==> src/rtl/mdu_sequencer_pkg.sv <==
// rtl/mdu_sequencer_pkg.sv - shared types and helpers for the RV32M sequencer
//
// Purpose: operation and state encodings, iteration count and operand
// signedness helpers used by mdu_sequencer.
// Ports: none (package).

package mdu_sequencer_pkg;

  // funct3 encoding of the M-extension ops
  typedef enum logic [2:0] {
    MD_MUL    = 3'd0,
    MD_MULH   = 3'd1,
    MD_MULHSU = 3'd2,
    MD_MULHU  = 3'd3,
    MD_DIV    = 3'd4,
    MD_DIVU   = 3'd5,
    MD_REM    = 3'd6,
    MD_REMU   = 3'd7
  } md_op_e;

  typedef enum logic [2:0] {
    ST_IDLE  = 3'd0,
    ST_PREP  = 3'd1,
    ST_CALC  = 3'd2,
    ST_FIXUP = 3'd3,
    ST_DONE  = 3'd4
  } md_state_e;

  localparam int MD_ITERS = 32;

  function automatic logic is_signed_a(input md_op_e op);
    return op inside {MD_MUL, MD_MULH, MD_MULHSU, MD_DIV, MD_REM};
  endfunction

  function automatic logic is_signed_b(input md_op_e op);
    return op inside {MD_MUL, MD_MULH, MD_DIV, MD_REM};
  endfunction

  function automatic logic is_div(input md_op_e op);
    return op inside {MD_DIV, MD_DIVU, MD_REM, MD_REMU};
  endfunction

  function automatic logic is_rem(input md_op_e op);
    return op inside {MD_REM, MD_REMU};
  endfunction

endpackage

==> src/rtl/mdu_sequencer_negate.sv <==
// rtl/mdu_sequencer_negate.sv - conditional two's complement
//
// Purpose: passes din through, or its two's complement when en is set.
// Ports:
//   en    in  1  negate when high
//   din   in  W  input value
//   dout  out W  din or -din

module md_negate #(
  parameter int W = 32
) (
  input  logic         en,
  input  logic [W-1:0] din,
  output logic [W-1:0] dout
);

  assign dout = en ? (~din + W'(1)) : din;

endmodule

==> src/rtl/mdu_sequencer.sv <==
// rtl/mdu_sequencer.sv - iterative RV32M multiply/divide sequencer
//
// Purpose: accepts one M-extension op at a time, computes it at one bit per
// cycle (shift-add multiply, restoring divide) while stalling the pipeline,
// and returns a single-cycle result pulse tagged with the destination reg.
// Ports:
//   clk, rst            clock, asynchronous active-high reset
//   req_valid/req_ready request handshake (accepted only in IDLE, no flush)
//   req_op/req_a/req_b  funct3 op and rs1/rs2 values
//   req_wreg            destination register tag
//   flush               kill in-flight op, block acceptance
//   stall               hold upstream pipeline while busy
//   resp_valid          one-cycle result pulse
//   resp_data/resp_wreg result and its tag, held until the next result

module mdu_sequencer
  import mdu_sequencer_pkg::*;
#(
  parameter int XLEN  = 32,
  parameter int ITERS = MD_ITERS
) (
  input  logic            clk,
  input  logic            rst,
  input  logic            req_valid,
  output logic            req_ready,
  input  logic [2:0]      req_op,
  input  logic [XLEN-1:0] req_a,
  input  logic [XLEN-1:0] req_b,
  input  logic [4:0]      req_wreg,
  input  logic            flush,
  output logic            stall,
  output logic            resp_valid,
  output logic [XLEN-1:0] resp_data,
  output logic [4:0]      resp_wreg
);

  localparam int CW = $clog2(ITERS);
  localparam logic [XLEN-1:0] MIN_NEG = {1'b1, {(XLEN-1){1'b0}}};

  md_state_e         state, state_nxt;
  md_op_e            op_q;
  logic [4:0]        wreg_q;
  logic              neg_q;
  logic              ovf_q;
  logic [XLEN-1:0]   opb_q;      // multiplicand or divisor magnitude
  logic [2*XLEN-1:0] acc_q;      // product accumulator, or {rem, quot}
  logic [CW-1:0]     count_q;
  logic [XLEN-1:0]   data_q;
  logic [4:0]        rwreg_q;

  // ---------------- acceptance-side decode ----------------
  md_op_e          req_op_e;
  logic            accept;
  logic            sign_a, sign_b, neg_in, ovf_in;
  logic [XLEN-1:0] mag_a, mag_b;

  assign req_op_e = md_op_e'(req_op);
  assign accept   = (state == ST_IDLE) && req_valid && !flush;
  assign sign_a   = is_signed_a(req_op_e) && req_a[XLEN-1];
  assign sign_b   = is_signed_b(req_op_e) && req_b[XLEN-1];
  // remainder takes the dividend's sign; product and quotient take the XOR
  assign neg_in   = is_rem(req_op_e) ? sign_a : (sign_a ^ sign_b);
  assign ovf_in   = (req_op_e inside {MD_DIV, MD_REM}) &&
                    (req_a == MIN_NEG) && (req_b == {XLEN{1'b1}});

  md_negate #(.W(XLEN)) u_mag_a (.en(sign_a), .din(req_a), .dout(mag_a));
  md_negate #(.W(XLEN)) u_mag_b (.en(sign_b), .din(req_b), .dout(mag_b));

  // ---------------- iteration datapath ----------------
  logic              div0, special, last_iter;
  logic [XLEN:0]     mul_sum, div_diff;
  logic [2*XLEN-1:0] calc_nxt;

  assign div0      = is_div(op_q) && (opb_q == {XLEN{1'b0}});
  assign special   = div0 || ovf_q;
  assign last_iter = (count_q == CW'(ITERS - 1));

  // 33-bit add keeps the carry, which shifts into the top of the accumulator
  assign mul_sum  = {1'b0, acc_q[2*XLEN-1:XLEN]} +
                    (acc_q[0] ? {1'b0, opb_q} : {(XLEN+1){1'b0}});
  // trial subtract on the remainder as it would look after the left shift
  assign div_diff = acc_q[2*XLEN-1:XLEN-1] - {1'b0, opb_q};

  always_comb begin
    calc_nxt = acc_q;
    if (is_div(op_q)) begin
      if (!div_diff[XLEN])
        calc_nxt = {div_diff[XLEN-1:0], acc_q[XLEN-2:0], 1'b1};
      else
        calc_nxt = {acc_q[2*XLEN-2:0], 1'b0};
    end else begin
      calc_nxt = {mul_sum, acc_q[XLEN-1:1]};
    end
  end

  // ---------------- sign fixup and result select ----------------
  logic [2*XLEN-1:0] prod_fix;
  logic [XLEN-1:0]   word_sel, word_fix, result;

  assign word_sel = is_rem(op_q) ? acc_q[2*XLEN-1:XLEN] : acc_q[XLEN-1:0];

  md_negate #(.W(2*XLEN)) u_fix_prod (.en(neg_q), .din(acc_q),    .dout(prod_fix));
  md_negate #(.W(XLEN))   u_fix_word (.en(neg_q), .din(word_sel), .dout(word_fix));

  always_comb begin
    result = word_fix;
    case (op_q)
      MD_MUL:                        result = prod_fix[XLEN-1:0];
      MD_MULH, MD_MULHSU, MD_MULHU:  result = prod_fix[2*XLEN-1:XLEN];
      default:                       result = word_fix;
    endcase
  end

  // ---------------- FSM: state register ----------------
  always_ff @(posedge clk or posedge rst) begin
    if (rst) state <= ST_IDLE;
    else     state <= state_nxt;
  end

  // ---------------- FSM: next state ----------------
  always_comb begin
    state_nxt = state;
    case (state)
      ST_IDLE:  if (accept) state_nxt = ST_PREP;
      // special results are loaded here and pass through FIXUP untouched,
      // so they arrive two edges after acceptance
      ST_PREP:  state_nxt = flush ? ST_IDLE : (special ? ST_FIXUP : ST_CALC);
      ST_CALC:  state_nxt = flush ? ST_IDLE : (last_iter ? ST_FIXUP : ST_CALC);
      ST_FIXUP: state_nxt = flush ? ST_IDLE : ST_DONE;
      ST_DONE:  state_nxt = ST_IDLE;
      default:  state_nxt = ST_IDLE;
    endcase
  end

  // ---------------- FSM: outputs ----------------
  always_comb begin
    req_ready  = (state == ST_IDLE) && !flush;
    stall      = (state inside {ST_PREP, ST_CALC, ST_FIXUP}) || accept;
    resp_valid = (state == ST_DONE) && !flush;
  end

  assign resp_data = data_q;
  assign resp_wreg = rwreg_q;

  // ---------------- datapath registers ----------------
  always_ff @(posedge clk or posedge rst) begin
    if (rst) begin
      op_q    <= MD_MUL;
      wreg_q  <= '0;
      neg_q   <= 1'b0;
      ovf_q   <= 1'b0;
      opb_q   <= '0;
      acc_q   <= '0;
      count_q <= '0;
      data_q  <= '0;
      rwreg_q <= '0;
    end else begin
      case (state)
        ST_IDLE: begin
          if (accept) begin
            op_q   <= req_op_e;
            wreg_q <= req_wreg;
            neg_q  <= neg_in;
            ovf_q  <= ovf_in;
            if (is_div(req_op_e)) begin
              acc_q <= {{XLEN{1'b0}}, mag_a};
              opb_q <= mag_b;
            end else begin
              acc_q <= {{XLEN{1'b0}}, mag_b};
              opb_q <= mag_a;
            end
          end
        end
        ST_PREP: begin
          count_q <= '0;
          if (ovf_q) begin
            acc_q <= {{XLEN{1'b0}}, MIN_NEG};
            neg_q <= 1'b0;
          end else if (div0) begin
            // quotient all-ones; remainder is the dividend, rebuilt from
            // its magnitude by the REM sign flag in FIXUP
            acc_q <= {acc_q[XLEN-1:0], {XLEN{1'b1}}};
            neg_q <= neg_q && (op_q == MD_REM);
          end
        end
        ST_CALC: begin
          acc_q   <= calc_nxt;
          count_q <= count_q + CW'(1);
        end
        ST_FIXUP: begin
          if (!flush) begin
            data_q  <= result;
            rwreg_q <= wreg_q;
          end
        end
        default: ;
      endcase
    end
  end

endmodule
==> config.mk <==
export PLATFORM = sky130hd
export DESIGN_NAME = mdu_sequencer
export DESIGN_NICKNAME = d
export VERILOG_FILES = /design/src/rtl/mdu_sequencer_pkg.sv /design/src/rtl/mdu_sequencer_negate.sv /design/src/rtl/mdu_sequencer.sv
export SDC_FILE = /design/constraint.sdc
export NUM_CORES = 1
export LEC_CHECK = 0
export ABC_AREA = 1
export CORE_ASPECT_RATIO = 0.7
export CORE_MARGIN = 2
export CORE_UTILIZATION = 40
export DETAILED_ROUTE_END_ITERATION = 16
export PLACE_DENSITY_LB_ADDON = 0.25
export REMOVE_ABC_BUFFERS = 1
export SYNTH_ARGS = -nofsm -noshare
export SYNTH_HDL_FRONTEND = slang
export SYNTH_SLANG_ARGS = --single-unit
==> constraint.sdc <==
create_clock -name clk -period 5.65 [get_ports clk]
set_clock_uncertainty 0.05 [all_clocks]
set_input_delay 1.4125 -clock clk [delete_from_list [all_inputs] [get_ports clk]]
set_output_delay 1.4125 -clock clk [all_outputs]
set_load 0.02 [all_outputs]
==> flow_metrics.tcl, run 1 <==
set metrics [dict create \
    outcome "finished clean" \
    clk_latency_ps 460 \
    antenna_found_initial 0 \
    hold_path_startpoint "count_q[3]" \
    drive_above_1_share 0.0422 \
    fin_crit_ps 4510 \
    ys.flop_type "dfrtp_1" \
    die_area_um2 48600 \
    fmax_ghz 0.222 \
    ctsHoldBuffers 0 \
    synthArstFlopShare 1.00 \
    stdcell_area_um2 21000 \
    setup_viol 0 \
    drtIter0Drc 3035 \
    wl_um 80100 \
    postSynthAreaPerCell_um2 5.66 \
    grt_usage 0.327 \
    syn-cell-area_um2 18700 \
    setup_slack_ps 1140 \
    hold-path-endpoint "count_q[3]" \
    period_share 0.798 \
    io_buffers 115 \
    synth_cell_types 57 \
    rsz0062_at_grt "no" \
    root_buffer "clkbuf_16" \
    crit_fanout 4 \
    nNetsFinal 3502 \
    core_um2 46300 \
    grt_pass1_vias 19767 \
    slew_headroom 0.343 \
    ant_nets 0 \
    holdPathStages 1 \
    cts_tree "yes" \
    sequentialPowerShare 0.197 \
    r2r_setup_slack_ps 1160 \
    rows 66 \
    r2r-end "acc_q[34]" \
    num_antenna_cells 0 \
    post_cts_buffers 0 \
    p_int_uw 4980 \
    worst_setup_path_end_kind "output pin" \
    switchingPower_uw 7840 \
    vias_per_cell 5.59 \
    p_sw_frac 0.611 \
    critical_path_class "in2out" \
    cts_max_level 4 \
    synth_top_area_share 0.210 \
    fin_tns_setup_ps 0 \
    syn2layout_area_growth_pct 11.9 \
    synth.most_common_cell "nand2_1" \
    worstPathArrival_ps 3040 \
    hp-class "reg2reg" \
    combinationalPowerShare 0.707 \
    worst_pin_slew_ps 976 \
    reg2reg_depth 21 \
    power_frac_clock 0.095 \
    synth_cells 3312 \
    powerDensity_nw_per_um2 612 \
    hpwl_um 64000 \
    r2r_start "acc_q[31]" \
    cts_buffers 17 \
    gp_congestion 1.06 \
    finalHoldViolations 0 \
    grt.overflow.total 0 \
    clk_pin_slew_ps 80 \
    vias 22219 \
    crit_path_start_kind "primary input" \
    yosys-top-cells-area "nand2_1 21%, dfrtp_1 20%, inv_1 9.6%" \
    drc 0 \
    wire_per_inst_um 20.1 \
    ys_seq_area_frac 0.202 \
    worstPathRequired_ps 4190 \
    grt_pass1_wl_um 121000 \
    clockBufferDepth 2 \
    synth_edf_count 0 \
    slew_viol_final 0 \
    die_h_um 185 \
    synth_seq_cells 151 \
    utilization 0.453 \
    fillCellCount 5074 \
    p_leak_uw 0.0108 \
    cts.sinks 151 \
    grt_start_max_net_pins 98 \
    postCtsResizedCells 0 \
    synthTopCellsByCount "1046 x nand2_1, 481 x inv_1, 360 x nor2_1, 271 x nand3_1, 179 x a21oi_1" \
    yosys_warnings 0 \
    placed_cell_area_um2 20300 \
    io_pins 116 \
    initial_core_util 0.404 \
    place_ws_ps 1170 \
    synth_top_area_cell "nand2_1" \
    ir_worst_vdd_mv 0.455 \
    die_w_um 263 \
    maxCapViolCount 0 \
    firstDrtPassIters 6 \
]
[cells in the final DEF, fill, tap and decap left out, drive strengths merged, types with 13 or more instances in the layout]
master / instances
nand2: 1057
inv: 499
nor2: 377
nand3: 274
o21ai: 203
a21oi: 179
dfrtp: 151
clkdlybuf4s50: 115
xor2: 79
ha: 71
nand4: 57
nor3: 49
o211ai: 41
buf: 28
or2: 19
nand3b: 18
o221ai: 17
clkbuf: 17
a22oi: 14
xnor2: 13
a21boi: 13
[flip-flops by register name, summed over array words and instances, names as in the netlist]
register,cells
resp_wreg,5
neg_q,1
ovf_q,1
op_q,3
count_q,5
acc_q,64
wreg_q,5
resp_data,32
state,3
opb_q,32
[worst max-delay path by stage]
stage | start | to | cells past startpoint
after floorplan | rst | acc_q[0] | 1
after global placement | flush | stall | 7
after detailed placement | flush | stall | 7
after CTS | flush | stall | 7
after global routing | acc_q[31] | acc_q[36] | 21
final | flush | stall | 7
[cell families (layout without fill, tap and decap cells)]
logic type | Yosys count | in the layout | synth area share
simple gates | 1865 | 1865 | 0.418
buf+inv | 617 | 671 | 0.129
compound gates | 514 | 514 | 0.159
flops | 151 | 151 | 0.202
xor+xnor | 92 | 92 | 0.0430
fa+ha+maj | 73 | 73 | 0.0495
[stage by stage]
step | hold slack, ps | total power [µW] | instances
floorplan | 390 | 8060 | 3191
global placement | 410 | 11200 | 3946
detailed placement | 416 | 11200 | 3946
CTS | 427 | 12500 | 3978
global route | 454 | 13800 | 3978
finish | 427 | 12800 | 3978
[cell type report]
type	instances	area, µm²	area share
clock buffers	17	425	0.0203
clock inverters	15	196	0.00937
inverters	496	1870	0.0890
multi-input cells	2544	12600	0.599
flip-flops and latches	151	3790	0.181
well taps	612	766	0.0365
repair buffers	143	1370	0.0655
[metal layers]
layer / part of all wire / routed length, µm / global-route usage / vias up
li1: - / - / - / 10715
met2: 0.38 / 30300 / 0.448 / 1245
met5: 0 / 0 / 0 / -
met3: 0.13 / 10400 / 0.0932 / 108
met4: 0.027 / 2150 / 0.0922 / 0
met1: 0.47 / 37200 / 0.489 / 10151
[power groups by stage]
stage / Clock, µW / Combinational [µW] / Sequential, µW
2_1_floorplan: 0 / 5750 / 2300
3_3_place_gp: 0 / 8750 / 2480
3_5_place_dp: 0 / 8770 / 2480
4_1_cts: 1230 / 8820 / 2460
5_1_grt: 1270 / 10000 / 2550
6_report: 1220 / 9070 / 2530
[worst max-delay path, cell delays in order]
cell	delay (ps)
clkdlybuf4s50_1	460
nor2_1	160
nand2_1	90
inv_2	60
nor2_1	60
nor2_1	160
clkdlybuf4s50_1	640
(Power assumes the default switching activity.)
==> run 2, diff against run 1 <==
- clock period: 5.65 -> 4.3 ns (I/O delays scaled with it)
==> run 2 against run 1 <==
Setup slack got worse by 710 ps. Count of clock-buffer cells in the layout unchanged. First-iteration DRC count increased by 6.9%.
==> flow_metrics.tcl, run 2 (synthesis gave the netlist of run 1 again) <==
set metrics [dict create \
    slew_headroom 0.309 \
    period_share 0.900 \
    worst_setup_path_end_kind "output pin" \
    grt_pass1_wl_um 120000 \
    fin_tns_setup_ps 0 \
    largest_register_ffs 64 \
    fillCellCount 5085 \
    clk_pin_slew_ps 70 \
    root_buffer "clkbuf_16" \
    stdcell_area_um2 21300 \
    vias_per_cell 5.58 \
    grt_pass1_vias 19553 \
    grt_usage 0.326 \
    vias 22387 \
    cts.sinks 151 \
    antenna_found_initial 1 \
    critical_path_class "in2out" \
    hpwl_um 64300 \
    nNetsFinal 3534 \
    wire_per_inst_um 20.0 \
    cts_tree "yes" \
    cts_buffers 17 \
    ant_nets 0 \
    holdPathStages 1 \
    slew_viol_final 0 \
    clk_latency_ps 480 \
    initial_core_util 0.404 \
    reg2reg_depth 9 \
    post_cts_buffers 0 \
    gp_congestion 1.07 \
    clockBufferDepth 2 \
    rows 66 \
    hp-class "reg2reg" \
    placed_cell_area_um2 20600 \
    top_register "acc_q" \
    crit_fanout 4 \
    die_h_um 185 \
    setup_viol 0 \
    fmax_ghz 0.258 \
    fin_crit_ps 3870 \
    die_area_um2 48600 \
    crit_path_start_kind "primary input" \
    cts_max_level 4 \
    worst_pin_slew_ps 1040 \
    drc 0 \
    io_pins 116 \
    worstPathArrival_ps 2740 \
    drive_above_1_share 0.0512 \
    outcome "finished clean" \
    firstDrtPassIters 6 \
    mostFrequentLayoutCells "1046 x nand2_1, 480 x inv_1, 359 x nor2_1, 271 x nand3_1, 179 x a21oi_1" \
    powerDensity_nw_per_um2 800 \
    worstPathRequired_ps 3170 \
    utilization 0.459 \
    core_um2 46300 \
    maxCapViolCount 0 \
    grt.overflow.total 0 \
    postCtsResizedCells 0 \
    io_buffers 115 \
    grt_start_max_net_pins 89 \
    die_w_um 263 \
    syn2layout_area_growth_pct 13.4 \
    worst_hold_slack_ps 424 \
    wl_um 80100 \
    p_leak_uw 0.0109 \
    finalHoldViolations 0 \
    ir_worst_vdd_mv 0.453 \
    final_common_cell "nand2_1" \
    rsz0062_at_grt "no" \
    drtIter0Drc 3245 \
    ctsHoldBuffers 0 \
]
[run 2: changes by cell type in the layout (fill, tap and decap cells not counted), sizes merged]
cell	change
diode	+2
inv	+1
buf	+32
clkinv	-2
bufinv	+1
[run 2: power breakdown]
group	total, µW	switching (µW)	internal [µW]
Combinational	12200	8320	3840
Sequential	3200	1140	2060
Clock	1650	805	842
Total	17000	10300	6740
[run 2: critical path, stage by stage]
cell and delay [ps]:
clkdlybuf4s50_1 460, nor2_1 170, nand2_1 100, inv_2 60, nor2_1 70, nor2_1 170, clkdlybuf4s50_1 630
[run 2: cell type report]
cell class	count	area, µm²	share of cell area
tap	612	766	0.0360
timing repair buffer	175	1650	0.0777
inverter	496	1870	0.0878
antenna	2	5.00	0.000235
multi-input combinational	2544	12600	0.591
clock inverter	15	198	0.00930
clock buffer	17	425	0.0200
sequential	151	3790	0.178
[run 2: per-layer routing]
layer | wire length, µm | global-route usage | part of all wire
met3 | 11300 | 0.109 | 0.14
met1 | 36500 | 0.480 | 0.46
met4 | 1940 | 0.0864 | 0.024
met5 | 110 | 0.0160 | 0.0014
met2 | 30300 | 0.445 | 0.38
[run 2: path summary, 6_finish.rpt]
kind	slack [ps]	from	end
worst max-delay path	430	flush	stall
worst min-delay path	420	count_q[3]	count_q[3]
worst max register to register	710	opb_q[24]	acc_q[19]
worst min register to register	420	count_q[3]	count_q[3]
max in group asynchronous	2410	rst	resp_data[21]
min in group asynchronous	1050	rst	opb_q[30]
[run 2: per-stage QoR]
step                      cells  worst slack, ps  power (µW)
after floorplan            3191             -890       10600
after global placement     3978              502       14900
after detailed placement   3978              430       14900
after CTS                  4010              417       16600
after global routing       4010              303       18300
final                      4012              431       17000
